<file path="src/rtl/gfx_pkg.sv">
// gfx_pkg: opcode and FSM state encodings shared by the blitter block
package gfx_pkg;
   localparam logic [1:0] OP_FILL       = 2'd0;
   localparam logic [1:0] OP_COPY       = 2'd1;
   localparam logic [1:0] OP_COPY_KEYED = 2'd2;
   localparam logic [1:0] OP_NOP        = 2'd3;
   localparam logic [2:0] ST_IDLE  = 3'd0;
   localparam logic [2:0] ST_SETUP = 3'd1;
   localparam logic [2:0] ST_RUN   = 3'd2;
   localparam logic [2:0] ST_DRAIN = 3'd3;
   localparam logic [2:0] ST_DONE  = 3'd4;
endpackage

</file>
<file path="src/rtl/gfx_raster_walker.sv">
// gfx_raster_walker: raster x/y scan with an accumulated, multiplier-free VRAM address
module gfx_raster_walker #(
   parameter int SCREEN_W = 640,
   parameter int VRAM_AW  = 19
) (
   input  logic               clk,
   input  logic               rst,
   input  logic               load,
   input  logic               step,
   input  logic [9:0]         tl_x,
   input  logic [9:0]         br_x,
   input  logic [8:0]         tl_y,
   input  logic [8:0]         br_y,
   input  logic [VRAM_AW-1:0] start_addr,
   output logic [VRAM_AW-1:0] addr,
   output logic               x_last,
   output logic               last
);
   logic [9:0]         x, x0, x1;
   logic [8:0]         y, y1;
   logic [VRAM_AW-1:0] row;
   assign x_last = x == x1;
   assign last   = x_last && y == y1;
   // latch bounds and start address on load, then advance one pixel per step
   always_ff @(posedge clk)
      if (rst) begin
         x    <= '0;
         x0   <= '0;
         x1   <= '0;
         y    <= '0;
         y1   <= '0;
         row  <= '0;
         addr <= '0;
      end else if (load) begin
         x    <= tl_x;
         x0   <= tl_x;
         x1   <= br_x;
         y    <= tl_y;
         y1   <= br_y;
         row  <= start_addr;
         addr <= start_addr;
      end else if (step) begin
         x    <= x_last ? x0 : x + 10'd1;
         y    <= x_last ? y + 9'd1 : y;
         row  <= x_last ? row + VRAM_AW'(SCREEN_W) : row;
         addr <= x_last ? row + VRAM_AW'(SCREEN_W) : addr + 1'b1;
      end
endmodule

</file>
<file path="src/rtl/gfx_blitter.sv">
// gfx_blitter: rectangle FILL / COPY / COPY_KEYED engine writing one pixel per cycle to VRAM
module gfx_blitter import gfx_pkg::*; #(
   parameter int SCREEN_W = 640,
   parameter int SCREEN_H = 480,
   parameter int PIX_W    = 12,
   parameter int ROM_AW   = 16,
   parameter int VRAM_AW  = 19
) (
   input  logic                                      clk,
   input  logic                                      rst,
   input  logic                                      cmd_valid,
   output logic                                      cmd_ready,
   input  logic [1:0]                                cmd_op,
   input  logic [9:0]                                cmd_tl_x,
   input  logic [9:0]                                cmd_br_x,
   input  logic [8:0]                                cmd_tl_y,
   input  logic [8:0]                                cmd_br_y,
   input  logic [(PIX_W > ROM_AW ? PIX_W : ROM_AW)-1:0] cmd_arg,
   input  logic [PIX_W-1:0]                          cmd_key,
   output logic [ROM_AW-1:0]                         rom_addr,
   input  logic [PIX_W-1:0]                          rom_data,
   output logic                                      vram_we,
   output logic [VRAM_AW-1:0]                        vram_addr,
   output logic [PIX_W-1:0]                          vram_data,
   output logic                                      busy,
   output logic                                      done
);
   localparam int ARG_W = PIX_W > ROM_AW ? PIX_W : ROM_AW;
   logic [2:0]         state, nxt;
   logic [1:0]         op;
   logic [9:0]         tl_x, br_x, cbr_x;
   logic [8:0]         tl_y, br_y, cbr_y;
   logic [ARG_W-1:0]   arg;
   logic [PIX_W-1:0]   key;
   logic [VRAM_AW-1:0] start_addr, walk_addr, pipe_addr;
   logic [ROM_AW-1:0]  src_addr, src_row, stride;
   logic               empty, x_last, last, pipe_v, fill_we, hit;
   assign cbr_x      = br_x > 10'(SCREEN_W - 1) ? 10'(SCREEN_W - 1) : br_x;
   assign cbr_y      = br_y > 9'(SCREEN_H - 1) ? 9'(SCREEN_H - 1) : br_y;
   assign empty      = tl_x > cbr_x || tl_y > cbr_y;
   assign start_addr = VRAM_AW'(tl_y) * VRAM_AW'(SCREEN_W) + VRAM_AW'(tl_x);
   assign stride     = ROM_AW'({1'b0, br_x} - {1'b0, tl_x} + 11'd1);
   // command sequencing: IDLE -> SETUP -> RUN -> (DRAIN) -> DONE -> IDLE
   always_comb
      nxt = state == ST_IDLE  ? (cmd_valid ? ST_SETUP : ST_IDLE) :
            state == ST_SETUP ? (op == OP_NOP || empty ? ST_DONE : ST_RUN) :
            state == ST_RUN   ? (last ? (op == OP_FILL ? ST_DONE : ST_DRAIN) : ST_RUN) :
            state == ST_DRAIN ? ST_DONE : ST_IDLE;
   // state, command capture, source address walk and the one-stage COPY write pipeline
   always_ff @(posedge clk)
      if (rst) begin
         state     <= ST_IDLE;
         op        <= OP_NOP;
         tl_x      <= '0;
         br_x      <= '0;
         tl_y      <= '0;
         br_y      <= '0;
         arg       <= '0;
         key       <= '0;
         src_addr  <= '0;
         src_row   <= '0;
         pipe_v    <= 1'b0;
         pipe_addr <= '0;
      end else begin
         state     <= nxt;
         pipe_v    <= state == ST_RUN && op != OP_FILL;
         pipe_addr <= walk_addr;
         if (state == ST_IDLE && cmd_valid) begin
            op   <= cmd_op;
            tl_x <= cmd_tl_x;
            br_x <= cmd_br_x;
            tl_y <= cmd_tl_y;
            br_y <= cmd_br_y;
            arg  <= cmd_arg;
            key  <= cmd_key;
         end
         if (state == ST_SETUP) begin
            src_addr <= arg[ROM_AW-1:0];
            src_row  <= arg[ROM_AW-1:0];
         end else if (state == ST_RUN) begin
            src_addr <= x_last ? src_row + stride : src_addr + 1'b1;
            src_row  <= x_last ? src_row + stride : src_row;
         end
      end
   gfx_raster_walker #(.SCREEN_W(SCREEN_W), .VRAM_AW(VRAM_AW)) u_walker (
      .clk       (clk),
      .rst       (rst),
      .load      (state == ST_SETUP),
      .step      (state == ST_RUN),
      .tl_x      (tl_x),
      .br_x      (cbr_x),
      .tl_y      (tl_y),
      .br_y      (cbr_y),
      .start_addr(start_addr),
      .addr      (walk_addr),
      .x_last    (x_last),
      .last      (last)
   );
   assign fill_we   = state == ST_RUN && op == OP_FILL;
   assign hit       = op == OP_COPY_KEYED && rom_data == key;
   assign vram_we   = fill_we || (pipe_v && !hit);
   assign vram_addr = pipe_v ? pipe_addr : walk_addr;
   assign vram_data = pipe_v ? rom_data : fill_we ? arg[PIX_W-1:0] : '0;
   assign rom_addr  = src_addr;
   assign cmd_ready = state == ST_IDLE;
   assign busy      = state != ST_IDLE;
   assign done      = state == ST_DONE;
endmodule

</file>
<file path="config.mk">
export PLATFORM = sky130hd
export DESIGN_NAME = gfx_blitter
export DESIGN_NICKNAME = d
export VERILOG_FILES = /design/src/rtl/gfx_pkg.sv /design/src/rtl/gfx_raster_walker.sv /design/src/rtl/gfx_blitter.sv
export SDC_FILE = /design/constraint.sdc
export NUM_CORES = 1
export LEC_CHECK = 0
export CAP_MARGIN = 10
export CORE_ASPECT_RATIO = 0.75
export CORE_MARGIN = 5
export CORE_UTILIZATION = 55
export CTS_CLUSTER_DIAMETER = 60
export DETAILED_ROUTE_END_ITERATION = 8
export HOLD_SLACK_MARGIN = 0.15
export PLACE_DENSITY_LB_ADDON = 0.3
export SLEW_MARGIN = 20
export SYNTH_ARGS = -nofsm -noshare
export SYNTH_HDL_FRONTEND = slang
export SYNTH_SLANG_ARGS = --single-unit
</file>
<file path="constraint.sdc">
create_clock -name clk -period 4.68 [get_ports clk]
set_input_delay 0.936 -clock clk [delete_from_list [all_inputs] [get_ports clk]]
set_output_delay 0.936 -clock clk [all_outputs]
set_load 0.02 [all_outputs]
</file>
== Word level (Yosys, flattened, before mapping) ==
Cells that the tools add are included.

* $mul: 1
* Reductions and logical operators: 17
* Equality and inequality tests: 9
* Multiplexer cells: 31
* Add/sub/neg operators: 9
* Order comparisons: 4

{| class="wikitable"
|+ Operators by type and width
! kind !! number
|-
| $mux 19 || 7
|-
| $mux 16 || 6
|-
| $mux 10 || 4
|-
| $mux 9 || 4
|-
| $mux 12 || 2
|-
| $mux 3 || 7
|-
| $add 19x1->19 const B || 1
|-
| $add 19x10->19 || 1
|-
| $add 19x10->19 const B || 1
|-
| $add 16x1->16 const B || 1
|-
| $add 16x16->16 || 1
|-
| $add 11x2->12 const B || 1
|-
| $eq 12x12->1 || 1
|-
| $mul 9x3->12 const B || 1
|-
| $sub 10x10->11 || 1
|-
| $add 10x1->10 const B || 1
|-
| $eq 10x10->1 || 1
|-
| $gt 10x10->1 || 1
|-
| $gt 10x10->1 const B || 1
|-
| $add 9x1->9 const B || 1
|-
| $eq 9x9->1 || 1
|-
| $gt 9x9->1 || 1
|-
| $gt 9x9->1 const B || 1
|-
| $eq 3x2->1 const B || 2
|-
| 12 further kinds || 22
|}

* Register bits: 209
* Output and inout bits: 51
* Input port bits: 83

== Logic depth before layout (Yosys ltp) ==
* Depth after elaboration: 8
* Gate-level depth with buffers: 19
* Depth with buffers taken out: 19

== Hierarchy ==
A second synthesis with hierarchy kept.

* Cell total of the unflattened synthesis: 1574
* Area total of the unflattened synthesis: 12555.8 um^2

{| class="wikitable"
|+ Modules (own cells, without submodules)
! module !! seq. area each (um^2) !! instances !! area an instance (um^2) !! cells each
|-
| gfx_blitter || 2462.4 || 1 || 7903.8 || 1013
|-
| gfx_raster_walker || 1721.7 || 1 || 4652.0 || 561
|}

== Least setup slack after synthesis ==
OpenSTA, ideal clock, no wires.

* Kind: register -> register
* Start point: reg tl_x[0]
* End point: reg src_addr[14] (netlist: rom_addr[14])
* Setup slack: 0.602 ns
* Cell stages (with the launch flop): 17
* Setup time: 0.096 ns
* Data arrival time: 3.983 ns
* Required time: 4.584 ns
* Cells stage by stage: dfxtp_1 -> ha_1 -> inv_1 -> fa_1 -> a211o_1 -> a2111oi_2 -> a2111oi_4 -> nor4b_1 -> and4bb_1 -> a21oi_1 -> ha_1 -> or3_1 -> a311o_1 -> a31o_1 -> a21oi_2 -> xnor2_1 -> o41ai_2

* Longest elaborated chain between the ends: 6

{| class="wikitable"
|+ Ends and longest elaborated chain
! what !! line !! text
|-
| start: declaration || gfx_blitter.sv:31 || <nowiki>logic [9:0] tl_x, br_x, cbr_x;</nowiki>
|-
| start signal: assignment || gfx_blitter.sv:70 || <nowiki>tl_x <= cmd_tl_x;</nowiki>
|-
| $sub 10x10->11 || gfx_blitter.sv:42 || <nowiki>assign stride = ROM_AW'({1'b0, br_x} - {1'b0, tl_x} + 11'd1);</nowiki>
|-
| $add 11x2->12 || gfx_blitter.sv:42 ||
|-
| $add 16x16->16 || gfx_blitter.sv:81 || <nowiki>src_addr <= x_last ? src_row + stride : src_addr + 1'b1;</nowiki>
|-
| $mux 16 || gfx_blitter.sv:81 ||
|-
| $mux 16 || gfx_blitter.sv:80 || <nowiki>end else if (state == ST_RUN) begin</nowiki>
|-
| $mux 16 || gfx_blitter.sv:77 || <nowiki>if (state == ST_SETUP) begin</nowiki>
|-
| end signal: assignment || gfx_blitter.sv:78 || <nowiki>src_addr <= arg[ROM_AW-1:0];</nowiki>
|-
| end signal: assignment || gfx_blitter.sv:81 ||
|-
| end: declaration || gfx_blitter.sv:36 || <nowiki>logic [ROM_AW-1:0] src_addr, src_row, stride;</nowiki>
|}

No other way between the ends. The select of a mux whose other input is x is not followed.
A chain may end at the register's enable or synchronous reset.

== Worst setup path after layout ==
Ends and elaborated chain as after synthesis.

==> impl_metrics.json <==
{
  "core_area_sq_mm": 0.0220,
  "place.gp.congestion": 0.922,
  "grt_use_total": 0.280,
  "initial_core_util": 0.557,
  "diodes": 0,
  "rsz0062_at_grt": "false",
  "synth-seq-cells": 209,
  "tns_ns": 0,
  "final.min_clock_period_ns": 4.46,
  "outcome": "completed",
  "utilization": 0.662,
  "path_clk_slew_ns": 0.06,
  "cp_data_required_time_ns": 5.10,
  "cp_common_cell": "ha_1",
  "path_buf_inv": 1,
  "ir_drop_mv": 0.305,
  "post-route-drc-count": 0,
  "mostFrequentLayoutCells": "nand2_1 (267), dfxtp_1 (209), a21oi_1 (170), clkdlybuf4s50_1 (132), nor2_1 (121)",
  "via_per_inst": 6.15,
  "ys.flop_type": "dfxtp_1",
  "hold_class": "reg2reg",
  "die_x_microns": 182,
  "io_buffers": 133,
  "startpoint_type": "register",
  "rows": 47,
  "synth_warnings": 0,
  "multi_input_area_sq_mm": 0.00761,
  "p_leak_nw": 5.66,
  "post_cts_resized": 0,
  "cts_setup_buffers": 0,
  "area_growth_pct": 18.8,
  "syn-mean-instance-area_sq_um": 7.86,
  "slew_viol_final": 0,
  "insertion_delay_ns": 0.51,
  "grt_antenna_before_repair": 1,
  "dp_cells": 1917,
  "drt-pass1-iter-count": 6,
  "fin_crit_sh": 0.953,
  "ys_seq_area_frac": 0.341,
  "crit_chain": "ha_1 > inv_1 > fa_1 > a211o_1 > a2111oi_2 > a2111oi_4 > nor4b_1 > and4bb_2 > xor2_1 > ha_1 > or3_1 > a311o_1 > a31o_1 > a21oi_2 > xnor2_1 > o41ai_2",
  "wl_per_cell_microns": 18.9,
  "fillerInstances": 1886,
  "die-area_sq_mm": 0.0254,
  "post-place-ws_ns": 0.149,
  "relSlewSlack": 0.280,
  "cp_top_family": "compound AO/OA/AOI/OAI gates",
  "netlist_top_cells_area": "dfxtp_1 (34%), nand2_1 (8.2%), ha_1 (7.1%), a21oi_1 (7.0%), xor2_1 (4.0%)",
  "synth_edf_count": 0,
  "cts_hold_buf": 0,
  "syn-cell-area_sq_mm": 0.0123,
  "synth_cells": 1560,
  "final_common_cell": "nand2_1",
  "worst_slack_ns": 0.221,
  "stdcell_count": 1957,
  "fin_nets": 1804,
  "dp_hpwl_microns": 26500,
  "maxCapViolCount": 0,
  "endpoint_kind": "register",
  "grt_pass1_vias": 11100,
  "synth_cell_types": 76,
  "p_per_area_mw_per_mm2": 386,
  "clk_path_buf_depth": 3,
  "regArea_sq_mm": 0.00418,
  "dieHeight_microns": 139,
  "cts_sinks": 209,
  "via_count": 12000,
  "cts_made_buffers": 22,
  "async_flop_share": 0,
  "h-tree-depth": 1,
  "dr.first_iter.drc_count": 1206,
  "grt_max_degree": 102,
  "worst-path-max-fanout": 6,
  "synth_top_area_share": 0.341,
  "clockRootBuffer": "clkbuf_16",
  "overflow": 0,
  "finalWirelength_microns": 36900,
  "ios": 134,
  "critPathKind": "reg2reg",
  "crit_slowest_cell": "a2111oi_2",
  "max_freq_mhz": 224,
  "drive_gt1_frac": 0.0619,
  "crit_arrival_ns": 4.88,
  "synth_fp_nets": 1717,
  "fin_skew_ns": 0.0156,
  "cts_tree": "done",
  "yosysTopAreaCell": "dfxtp_1",
  "finalHoldViolCount": 0,
  "tightest_slew_ns": 1.08,
  "grt_pass1_wl_microns": 59000,
  "max_stage_delay_ns": 0.43,
  "ant_nets": 0,
  "finalSetupViolCount": 0
}
==> per-stage QoR <==
stage | power, mW | cell area [sq um] | hold slack, ns
finish | 5.62 | 14600 | 0.455
global route | 5.89 | 14600 | 0.476
CTS | 5.59 | 14500 | 0.455
detailed placement | 3.79 | 13800 | 0.447
global placement | 3.74 | 13800 | 0.440
floorplan | 3.26 | 12300 | 0.431
==> cell type report <==
type                            instances  area share
Clock buffer                           31      0.0442
Clock inverter                          9     0.00773
Inverter                               43      0.0111
Multi-Input combinational cell       1219       0.522
Sequential cell                       209       0.287
Tap cell                              294      0.0253
Timing Repair Buffer                  152       0.102
==> cell usage after synthesis, types with 7 or more instances <==
library cell and instances:
nand4_1 26, and4_1 7, o21ai_0 64, o211ai_1 13
mux2_2 18, xor2_1 56, and3_1 11, a21o_1 18
nand2_1 268, nor4_1 13, and2_1 11, nor2_1 123
a31oi_1 14, nand3_1 45, dfxtp_1 209, inv_1 42
a211oi_1 27, a22oi_1 7, ha_1 70, xnor2_1 45
a22o_1 12, buf_2 8, a311oi_1 14, o21a_1 12
clkbuf_1 69, buf_1 11, or3_1 9, nand2b_1 9
a21oi_1 171, nor2b_1 26, nor3_1 29
==> worst min-delay path, delay by kind of cell, from the launching register on <==
kind	cells	cell delay, ns
compound gates	1	0.05
simple gates	1	0.05
flops	1	0.31
==> layer usage <==
layer / vias up / wire, microns / share of wire / GRT usage
met5: - / 13 / 0.00035 / 0
met4: 2 / 831 / 0.022 / 0.0711
met3: 64 / 2970 / 0.080 / 0.0407
met2: 538 / 16800 / 0.46 / 0.449
met1: 5711 / 16300 / 0.44 / 0.397
li1: 5727 / - / - / -
==> flip-flops by register name (all words and copies together) (netlist names) <==
register / count
pipe_addr: 19
u_walker.addr: 19
u_walker.row: 19
arg: 16
rom_addr: 16
src_row: 16
key: 12
br_x: 10
tl_x: 10
u_walker.x0: 10
u_walker.x1: 10
u_walker.x: 10
br_y: 9
tl_y: 9
u_walker.y1: 9
u_walker.y: 9
state: 3
op: 2
pipe_v: 1
==> cells by family (layout without fill, tap and decap cells) <==
kind of cell,Yosys count,after routing,share of synthesized area
simple gates,598,598,0.223
fa+ha+maj,74,74,0.0780
xor+xnor,102,102,0.0741
mux,21,21,0.0190
compound gates,424,424,0.222
buf+inv,132,235,0.0416
flops,209,209,0.341
==> report_power, final <==
part	switching (mW)	leakage, nW	total (mW)	internal [mW]
clock	0.738	0.373	1.81	1.08
combinational	1.04	3.58	1.72	0.678
sequential	0.169	1.71	2.08	1.91
==> worst paths after layout <==
kind              slack (ns)  cells after the start                   startpoint                     endpoint
setup / recovery        0.22                     16         tl_x[0]$_SDFFE_PP0P_    rom_addr[14]$_SDFFE_PP0P_
hold reg to reg         0.46                      2  u_walker.x0[4]$_SDFFE_PP0P_  u_walker.x0[4]$_SDFFE_PP0P_
setup reg to reg        0.22                     16         tl_x[0]$_SDFFE_PP0P_    rom_addr[14]$_SDFFE_PP0P_
hold / removal          0.46                      2  u_walker.x0[4]$_SDFFE_PP0P_  u_walker.x0[4]$_SDFFE_PP0P_
Power figures use the tool's default switching activity.
